### src/rtl/gnrl_pkg.sv
// Shared helpers for the gnrl_fifo codebase slice: width calculators used to
// size the occupancy counter and the read/write pointers.
package gnrl_pkg;

  // Smallest number of bits able to index v distinct values (ceil(log2(v))).
  function automatic int gnrl_clog2(input int v);
    int r;
    r = 0;
    while ((1 << r) < v) r++;
    return r;
  endfunction

  // Pointer width: one bit minimum so a depth-1 FIFO still has a legal pointer.
  function automatic int gnrl_ptr_w(input int dp);
    return (dp > 1) ? gnrl_clog2(dp) : 1;
  endfunction

endpackage

### src/rtl/gnrl_fifo_if.sv
// Handshake bundle for gnrl_fifo: push side (i_*), pop side (o_*) and status.
// slave is the FIFO's view, master is the producer/consumer environment view.
interface gnrl_fifo_if
  import gnrl_pkg::*;
#(
  parameter int DW = 32,
  parameter int DP = 4,
  parameter int CW = gnrl_clog2(DP + 1)
);
  logic          i_vld;
  logic          i_rdy;
  logic [DW-1:0] i_dat;
  logic          o_vld;
  logic          o_rdy;
  logic [DW-1:0] o_dat;
  logic [CW-1:0] count;
  logic          full;
  logic          empty;

  modport slave (
    input  i_vld, i_dat, o_rdy,
    output i_rdy, o_vld, o_dat, count, full, empty
  );

  modport master (
    output i_vld, i_dat, o_rdy,
    input  i_rdy, o_vld, o_dat, count, full, empty
  );
endinterface

### src/rtl/gnrl_fifo_ptr.sv
// Wrapping pointer counter: counts 0..DP-1 and returns to 0, so depths that
// are not a power of two wrap correctly.
module gnrl_fifo_ptr #(
  parameter int DP = 4,
  parameter int PW = 2
) (
  input  logic          clk,
  input  logic          rst,
  input  logic          inc,
  output logic [PW-1:0] ptr
);
  logic [PW-1:0] ptr_d, ptr_q;

  // Next pointer: hold, increment, or wrap from the last entry back to 0.
  always_comb begin
    ptr_d = ptr_q;
    if (inc) begin
      if (ptr_q == PW'(DP - 1)) ptr_d = '0;
      else                      ptr_d = ptr_q + 1'b1;
    end
  end

  // Pointer register with synchronous reset.
  always_ff @(posedge clk) begin
    if (rst) ptr_q <= '0;
    else     ptr_q <= ptr_d;
  end

  assign ptr = ptr_q;
endmodule

### src/rtl/gnrl_fifo.sv
// gnrl_fifo: DP-entry, DW-wide synchronous FIFO with valid/ready on both sides.
// Status (full/empty/i_rdy) derives only from the registered count, so there is
// no combinational o_rdy -> i_rdy path.
// Optional macro GNRL_FIFO_BYPASS_EN: when empty, an offered word is forwarded
// straight to the output in the same cycle if the consumer is ready.
module gnrl_fifo
  import gnrl_pkg::*;
#(
  parameter int DW = 32,
  parameter int DP = 4,
  parameter int CW = gnrl_clog2(DP + 1)
) (
  input logic        clk,
  input logic        rst,
  gnrl_fifo_if.slave f
);
  localparam int PW = gnrl_ptr_w(DP);

  logic [CW-1:0] count_d, count_q;
  logic [DW-1:0] mem_d [DP];
  logic [DW-1:0] mem_q [DP];
  logic [PW-1:0] rd_ptr, wr_ptr;
  logic          full, empty, push, pop, byp;

  assign full  = (count_q == CW'(DP));
  assign empty = (count_q == '0);

`ifdef GNRL_FIFO_BYPASS_EN
  // Empty with a ready consumer: the word passes through and is never stored.
  assign byp     = empty & f.i_vld & f.o_rdy;
  assign f.o_vld = ~empty | f.i_vld;
  assign f.o_dat = empty ? f.i_dat : mem_q[rd_ptr];
`else
  assign byp     = 1'b0;
  assign f.o_vld = ~empty;
  assign f.o_dat = mem_q[rd_ptr];
`endif

  // A pop needs a stored head; a bypassed word is not a stored-entry pop.
  assign push = f.i_vld & ~full & ~byp;
  assign pop  = ~empty & f.o_rdy;

  assign f.i_rdy = ~full;
  assign f.count = count_q;
  assign f.full  = full;
  assign f.empty = empty;

  gnrl_fifo_ptr #(.DP(DP), .PW(PW)) u_wr_ptr (
    .clk (clk),
    .rst (rst),
    .inc (push),
    .ptr (wr_ptr)
  );

  gnrl_fifo_ptr #(.DP(DP), .PW(PW)) u_rd_ptr (
    .clk (clk),
    .rst (rst),
    .inc (pop),
    .ptr (rd_ptr)
  );

  // Occupancy: +1 on push only, -1 on pop only, unchanged otherwise.
  always_comb begin
    count_d = count_q;
    case ({push, pop})
      2'b10:   count_d = count_q + 1'b1;
      2'b01:   count_d = count_q - 1'b1;
      default: count_d = count_q;
    endcase
  end

  // Occupancy register; reset discards all contents.
  always_ff @(posedge clk) begin
    if (rst) count_q <= '0;
    else     count_q <= count_d;
  end

  // Storage next-state: only the entry at the write pointer changes on a push.
  always_comb begin
    mem_d = mem_q;
    if (push) mem_d[wr_ptr] = f.i_dat;
  end

  // Storage array: plain enabled registers, deliberately not reset.
  always_ff @(posedge clk) begin
    mem_q <= mem_d;
  end
endmodule

### src/flat_wrapper.sv
// flat-port wrapper written by rule: the top's interface ports become plain ports
module gnrl_fifo_flat import gnrl_pkg::*;
#(
  parameter int DW = 32,
  parameter int DP = 4,
  parameter int CW = gnrl_clog2(DP + 1)
)
  (clk, rst, f_i_vld, f_i_dat, f_o_rdy, f_i_rdy, f_o_vld, f_o_dat, f_count, f_full, f_empty);
  gnrl_fifo_if #(.DW(DW), .DP(DP), .CW(CW)) f_i ();
  input logic clk;
  input logic rst;
  input wire logic [$bits(f_i.i_vld)-1:0] f_i_vld;
  input wire logic [$bits(f_i.i_dat)-1:0] f_i_dat;
  input wire logic [$bits(f_i.o_rdy)-1:0] f_o_rdy;
  output wire logic [$bits(f_i.i_rdy)-1:0] f_i_rdy;
  output wire logic [$bits(f_i.o_vld)-1:0] f_o_vld;
  output wire logic [$bits(f_i.o_dat)-1:0] f_o_dat;
  output wire logic [$bits(f_i.count)-1:0] f_count;
  output wire logic [$bits(f_i.full)-1:0] f_full;
  output wire logic [$bits(f_i.empty)-1:0] f_empty;
  assign f_i.i_vld = f_i_vld;
  assign f_i.i_dat = f_i_dat;
  assign f_i.o_rdy = f_o_rdy;
  assign f_i_rdy = f_i.i_rdy;
  assign f_o_vld = f_i.o_vld;
  assign f_o_dat = f_i.o_dat;
  assign f_count = f_i.count;
  assign f_full = f_i.full;
  assign f_empty = f_i.empty;
  gnrl_fifo #(.DW(DW), .DP(DP), .CW(CW)) u_core (.clk(clk), .rst(rst), .f(f_i));
endmodule
### config.mk
export PLATFORM = sky130hd
export DESIGN_NAME = gnrl_fifo_flat
export DESIGN_NICKNAME = d
export VERILOG_FILES = /design/src/rtl/gnrl_pkg.sv /design/src/rtl/gnrl_fifo_if.sv /design/src/rtl/gnrl_fifo_ptr.sv /design/src/rtl/gnrl_fifo.sv /design/src/flat_wrapper.sv
export SDC_FILE = /design/constraint.sdc
export NUM_CORES = 1
export LEC_CHECK = 0
export CORE_MARGIN = 4
export CORE_UTILIZATION = 35
export DETAILED_ROUTE_END_ITERATION = 12
export PLACE_DENSITY = 0.6
export SYNTH_ARGS = -nofsm -noshare
export SYNTH_HDL_FRONTEND = slang
export SYNTH_SLANG_ARGS = --single-unit
### constraint.sdc
create_clock -name clk -period 3.2 [get_ports clk]
set_clock_uncertainty 0.1 [all_clocks]
set_input_delay 0.64 -clock clk [delete_from_list [all_inputs] [get_ports clk]]
set_output_delay 0.64 -clock clk [all_outputs]
set_load 0.02 [all_outputs]
After elaboration in Yosys (flattened, before gate mapping)
Index checks and enable logic that the tools add are counted.
{ "totals": {"regBits": 135, "n_memories": 0, "latchBits": 0, "rom_bits": 0, "output_inout_bits": 39, "word_cells": 37, "ram_bits": 0, "inputBits": 36} }
{ "classes": {"shift": 0, "n_reduce_logical": 3, "mux": 9, "bitwise_logic": 6, "order_cmp": 3, "n_div": 0, "n_mul": 0, "add_sub_neg": 4, "eq_ne": 5} }
{ "op_table": {"columns": ["operator", "count"], "rows": [
  ["bitwise mux 128 bit", 1],
  ["two-way mux 32 bit", 3],
  ["binary-select mux 32 bit (select 2 bit)", 1],
  ["demux 32 bit (select 2 bit)", 1],
  ["equality test 2 bit, second input constant", 3],
  ["greater-or-equal comparator 3 bit, second input constant", 2],
  ["inverter 2 -> 3 bit", 2],
  ["one-hot mux 3 bit (2 select lines)", 1],
  ["adder 2 x 1 -> 2 bit, second input constant", 2],
  ["two-way mux 2 bit", 2],
  ["adder 3 x 1 -> 3 bit, second input constant", 1],
  ["equality test 3 bit, second input constant", 1],
  ["logical NOT 3 bit", 1],
  ["less-than comparator 3 x 1 -> 1 bit, second input constant", 1],
  ["subtractor 3 x 1 -> 3 bit, second input constant", 1],
  ["AND 1 bit", 2],
  ["equality test 2 x 1 -> 1 bit, second input constant", 1],
  ["inverter 1 bit", 2],
  ["nonzero test 2 bit", 1],
  ["logical AND 1 bit", 1]
]} }

Longest topological paths before layout
{ "logic_depth": {"word_depth": 6, "ltp_mapped": 10} }

By module
Synthesis repeated with hierarchy kept, for this count alone.
{ "hier_totals": {"hier_cells": 212, "area_unflattened_um2": 5056.1} }
{ "by_module_without_submodules": {"columns": ["module", "area_each_um2", "cells_per_inst", "instances"], "rows": [
  ["gnrl_fifo", 4883.4, 196, 1],
  ["gnrl_fifo_ptr", 86.3, 8, 2]
]} }

Least setup slack after synthesis
No wires, ideal clock.
{ "synth_timing": {"kind": "register -> register", "from": "register u_core.count_q[2], in the netlist u_core.f.count[2]", "to": "register u_core.count_q[2], in the netlist u_core.f.count[2]", "setup_ns": 0.070, "required_time_ns": 3.030, "arrival_time_ns": 2.336, "stages_incl_launch_ff": 11, "slack_ns": 0.694, "n_path_buf": 1, "path_cell_list": "dfxtp_1 or3b_1 buf_6 and2_4 inv_1 ha_1 inv_1 fa_1 xor2_1 or3_1 a21oi_1"} }
{ "synth_between": {"elab_chain_cells": 5} }
{ "synth_lines": {"columns": ["element", "line", "rtl"], "rows": [
  ["start, declared", "gnrl_fifo.sv:19", "logic [CW-1:0] count_d, count_q;"],
  ["start signal, assigned", "gnrl_fifo.sv:75", "else count_q <= count_d;"],
  ["equality test 3 bit *", "gnrl_fifo.sv:25", "assign full = (count_q == CW'(DP));"],
  ["inverter 1 bit *", null, null],
  ["via f_i_rdy", "flat_wrapper.sv:15", "output wire logic [$bits(f_i.i_rdy)-1:0] f_i_rdy;"],
  ["AND 1 bit *", "gnrl_fifo.sv:40", "assign push = f.i_vld & ~full & ~byp;"],
  ["equality test 2 x 1 -> 1 bit or equality test 2 bit (tied branches)", "gnrl_fifo.sv:65", "case ({push, pop})"],
  ["one-hot mux 3 bit (2 select lines) or nonzero test 2 bit (tied branches)", null, null]
]} }
Mark *: on every way through the listed nets, which the timed path passes. The rest lies on a longest branch.
A chain may end at the register's enable or synchronous reset.

Final worst setup path
{ "layout_timing": {"from": "register u_core.u_rd_ptr.ptr_q[1], in the netlist u_core.u_rd_ptr.ptr[1]", "to": "output f_o_dat[12]"} }
{ "layout_between": {"elab_chain_cells": 4} }
{ "layout_lines": {"columns": ["element", "line", "rtl"], "rows": [
  ["start, declared", "gnrl_fifo_ptr.sv:12", "logic [PW-1:0] ptr_d, ptr_q;"],
  ["start signal, assigned", "gnrl_fifo_ptr.sv:26", "else ptr_q <= ptr_d;"],
  ["inverter 2 -> 3 bit (not written as such)", "gnrl_fifo.sv:36", "assign f.o_dat = mem_q[rd_ptr];"],
  ["binary-select mux 32 bit (select 2 bit)", "gnrl_fifo.sv:36", null],
  ["two-way mux 32 bit (not written as such) (2 in series)", "gnrl_fifo.sv:36", null],
  ["end, declared", "flat_wrapper.sv:17", "output wire logic [$bits(f_i.o_dat)-1:0] f_o_dat;"]
]} }
No other way between the ends. The select of a mux whose other input is x is not followed.

==> summary.txt <==
Layout
  – Multi-input logic area: 997.2 µm²
  – Commonest non-fill, non-tap cell in the layout: edfxtp_1
  – Layout Area Growth over Synthesis: 32.27%
  – Fill count: 1191
  – Layout cell share with drive strength beyond 1: 23.91%
  – ANT cells: 0
  – Nets: 353
  – Commonest cells after routing, fill and taps aside: 128 x edfxtp_1, 74 x clkdlybuf4s50_1, 32 x mux4_2
  – Sequential cell area: 3986 µm²

Logic synthesis
  – Synth Cell Area: 5075 µm²
  – XOR/XNOR Fraction of Synth Area: 0.3452%
  – Multiplexer share of the synthesized area: 14.40%
  – Syn nets: 264
  – Netlist cell types: 26
  – Syn avg cell area: 22.96 µm²
  – #FFs+latches synth: 135
  – Synth Area in Adders: 1.874%
  – Synthesized instance count: 221
  – Compound-Gate Fraction of Synth Area: 1.036%
  – Main combinational cell family by area after synthesis: multiplexers
  – Register area share after synthesis: 78.50%
  – Simple-gate share of the synthesized area: 1.997%
  – Yosys warnings: 0

Worst setup path
  – Setup crit end kind: primary output
  – Crit path arrival time: 2.23 ns
  – Worst reg2reg setup slack: 0.63 ns
  – Buf/Inv on CP: 2
  – CP Max Fanout: 19
  – CP Cell Sequence: buf_12 -> mux4_2 -> clkdlybuf4s50_1
  – CP peak stage delay: 0.70 ns
  – Req. time, crit path: 2.46 ns
  – Delay-heaviest family, CP: buffers and inverters
  – Crit start category: register
  – Crit path max-delay cell type: dfxtp_2
  – Crit Path Class: reg2out

Routing
  – DR vias: 2396
  – Final ANT Viol Nets: 0
  – Starting DRT DRC Count: 179
  – Remaining DRCs: 0
  – Pre-antenna DRT Iters: 4
  – Total Wirelength: 9098 µm
  – Avg WL per Cell: 18.12 µm
  – Vias/cell: 4.773

Clock tree
  – TritonCTS clock tree: built
  – CTS clk-pin slew, worst paths: 0.05 ns
  – Num CTS Buffers: 17
  – Clock sinks: 135
  – Clk Latency, worst-skew pair: 0.41 ns
  – Post CTS Setup Buffer Count: 0
  – Htree depth: 4
  – Clock buffer depth: 2
  – Post-CTS Resized: 0
  – Clock root buffer: clkbuf_16
  – Hold_buf cts: 0

Floorplanning
  – Ports: 75
  – Core area: 14040 µm²
  – Die area: 16490 µm²
  – Initial Utilization: 36.14%
  – Die width: 128.4 µm
  – Row count: 43
  – Die height: 128.4 µm

Timing
  – Tmin final: 2.971 ns
  – Final setup vio count: 0
  – Final hold vios: 0
  – Slew Limit Headroom: 61.39%
  – Max Freq: 0.3366 GHz
  – RSZ-0062 raised after global routing: no
  – Post-Route Setup TNS: 0 ns
  – Final hold slack: 0.4242 ns
  – Worst slew pin tran: 0.5792 ns
  – Final period util: 92.85%
  – Final Max Tran Viols: 0

GRT
  – Largest net degree at the start of global routing: 33
  – GRT Residual Overflow: 0
  – Vias in the first global route: 2714
  – Global-route wire length before repair: 14710 µm
  – Initial antenna violation count: 0
  – GRT Overall Usage: 12.06%

Placement
  – DP Wirelength: 5441 µm
  – Port buffer count: 74
  – Routability cong.: 0.7264

Power
  – Share of total power in the clock network: 35.3%
  – P_sw: 1459 µW
  – Power per cell area: 834.9 nW/µm²
  – Sequential Power Share: 39.2%
  – Worst vdd ir: 410.5 µV
  – Lkg Pwr: 0.002211 µW
  – Internal Power: 4145 µW
  – Switch share: 26.04%
  – Combinational share of power: 25.4%

Run
  – Max cap viols: 0

Worst hold path
  – Hold crit path type: reg2reg

Outcome
  – Outcome: finished, final reports clean
## worst register-to-register path, stage by stage (launching register included)
cell     delay [ns]
dfxtp_1        0.40
or3b_1         0.51
and2_4         0.22
inv_1          0.05
ha_1           0.17
inv_1          0.06
fa_1           0.38
xor2_1         0.16
or3_1          0.30
a21oi_1        0.14
## metal layers
metal | track usage, % | wire, µm
met1 | 15.35 | 4028
met5 | 0 | 0
met4 | 4.869 | 147
met2 | 19.00 | 4483
met3 | 4.234 | 438
## flip-flops by register name, indices dropped and copies added, names as in the netlist
register	flops
u_core.mem_q	128
u_core.f.count	3
u_core.u_wr_ptr.ptr	2
u_core.u_rd_ptr.ptr	2
## cells in the mapped netlist
library cell / count / area [µm²]
buf_6: 1 / 11.26
fa_1: 1 / 20.02
and3_2: 4 / 30.03
clkbuf_1: 3 / 11.26
nor2_1: 4 / 15.01
inv_1: 9 / 33.78
a21oi_1: 4 / 20.02
or3_2: 1 / 7.510
or3_1: 2 / 12.51
nand2_1: 1 / 3.750
dfxtp_1: 7 / 140.1
o21ai_0: 1 / 5.000
and2_4: 1 / 8.760
nand3_1: 2 / 10.01
buf_2: 3 / 15.01
buf_4: 3 / 22.52
xor2_1: 2 / 17.52
mux2i_1: 1 / 10.01
ha_1: 6 / 75.07
mux4_2: 32 / 720.7
edfxtp_1: 128 / 3844
or3b_1: 1 / 8.760
nor3_1: 1 / 5.000
a21o_1: 1 / 7.510
o31ai_2: 1 / 12.51
o31ai_1: 1 / 7.510
## metrics by stage
step,setup WS (ns),instances,power [µW],cell area [µm²],util [%]
2_1_floorplan,0.6941,221,3059,5075,-
3_3_place_gp,0.4604,471,3684,6103,43.46
3_5_place_dp,0.3915,471,3697,6103,43.46
4_1_cts,0.1473,502,5692,6713,47.80
5_1_grt,0.1342,502,5872,6713,47.80
6_report,0.2289,502,5604,6713,47.80
## cell families (layout without fill, tap and decap cells)
logic type      Yosys count  in the layout
simple gates             17             17
fa+ha+maj                 7              7
compound gates            8              8
mux                      33             33
xor+xnor                  2              2
flops                   135            135
buf+inv                  19            120
## worst paths after layout
path | start | endpoint | cells after the start
worst min-delay path | u_core.u_rd_ptr.ptr[0]$_SDFFE_PP0P_ | u_core.u_rd_ptr.ptr[0]$_SDFFE_PP0P_ | 2
worst max register to register | u_core.f.count[2]$_SDFFE_PP0P_ | u_core.f.count[2]$_SDFFE_PP0P_ | 9
worst min register to register | u_core.u_rd_ptr.ptr[0]$_SDFFE_PP0P_ | u_core.u_rd_ptr.ptr[0]$_SDFFE_PP0P_ | 2
worst max-delay path | u_core.u_rd_ptr.ptr[1]$_SDFFE_PP0P_ | f_o_dat[12] | 3
## power by group through the flow
| stage | clock network [µW] | logic, µW | registers [µW] |
|---|---|---|---|
| after global routing | 2120 | 1530 | 2220 |
| after CTS | 2020 | 1470 | 2200 |
| after global placement | 0 | 1460 | 2230 |
| after floorplan | 0 | 841 | 2220 |
| after detailed placement | 0 | 1460 | 2240 |
| final | 1980 | 1430 | 2200 |
## final cells by class
class,instances,share of cell area (%)
clock inverter,14,2.740
timing repair buffer,80,12.82
inverter,9,0.5033
tap,180,3.355
clock buffer,17,6.337
sequential,135,59.38
multi-input combinational,67,14.86
Note: power is estimated with default switching activity, not from simulation.
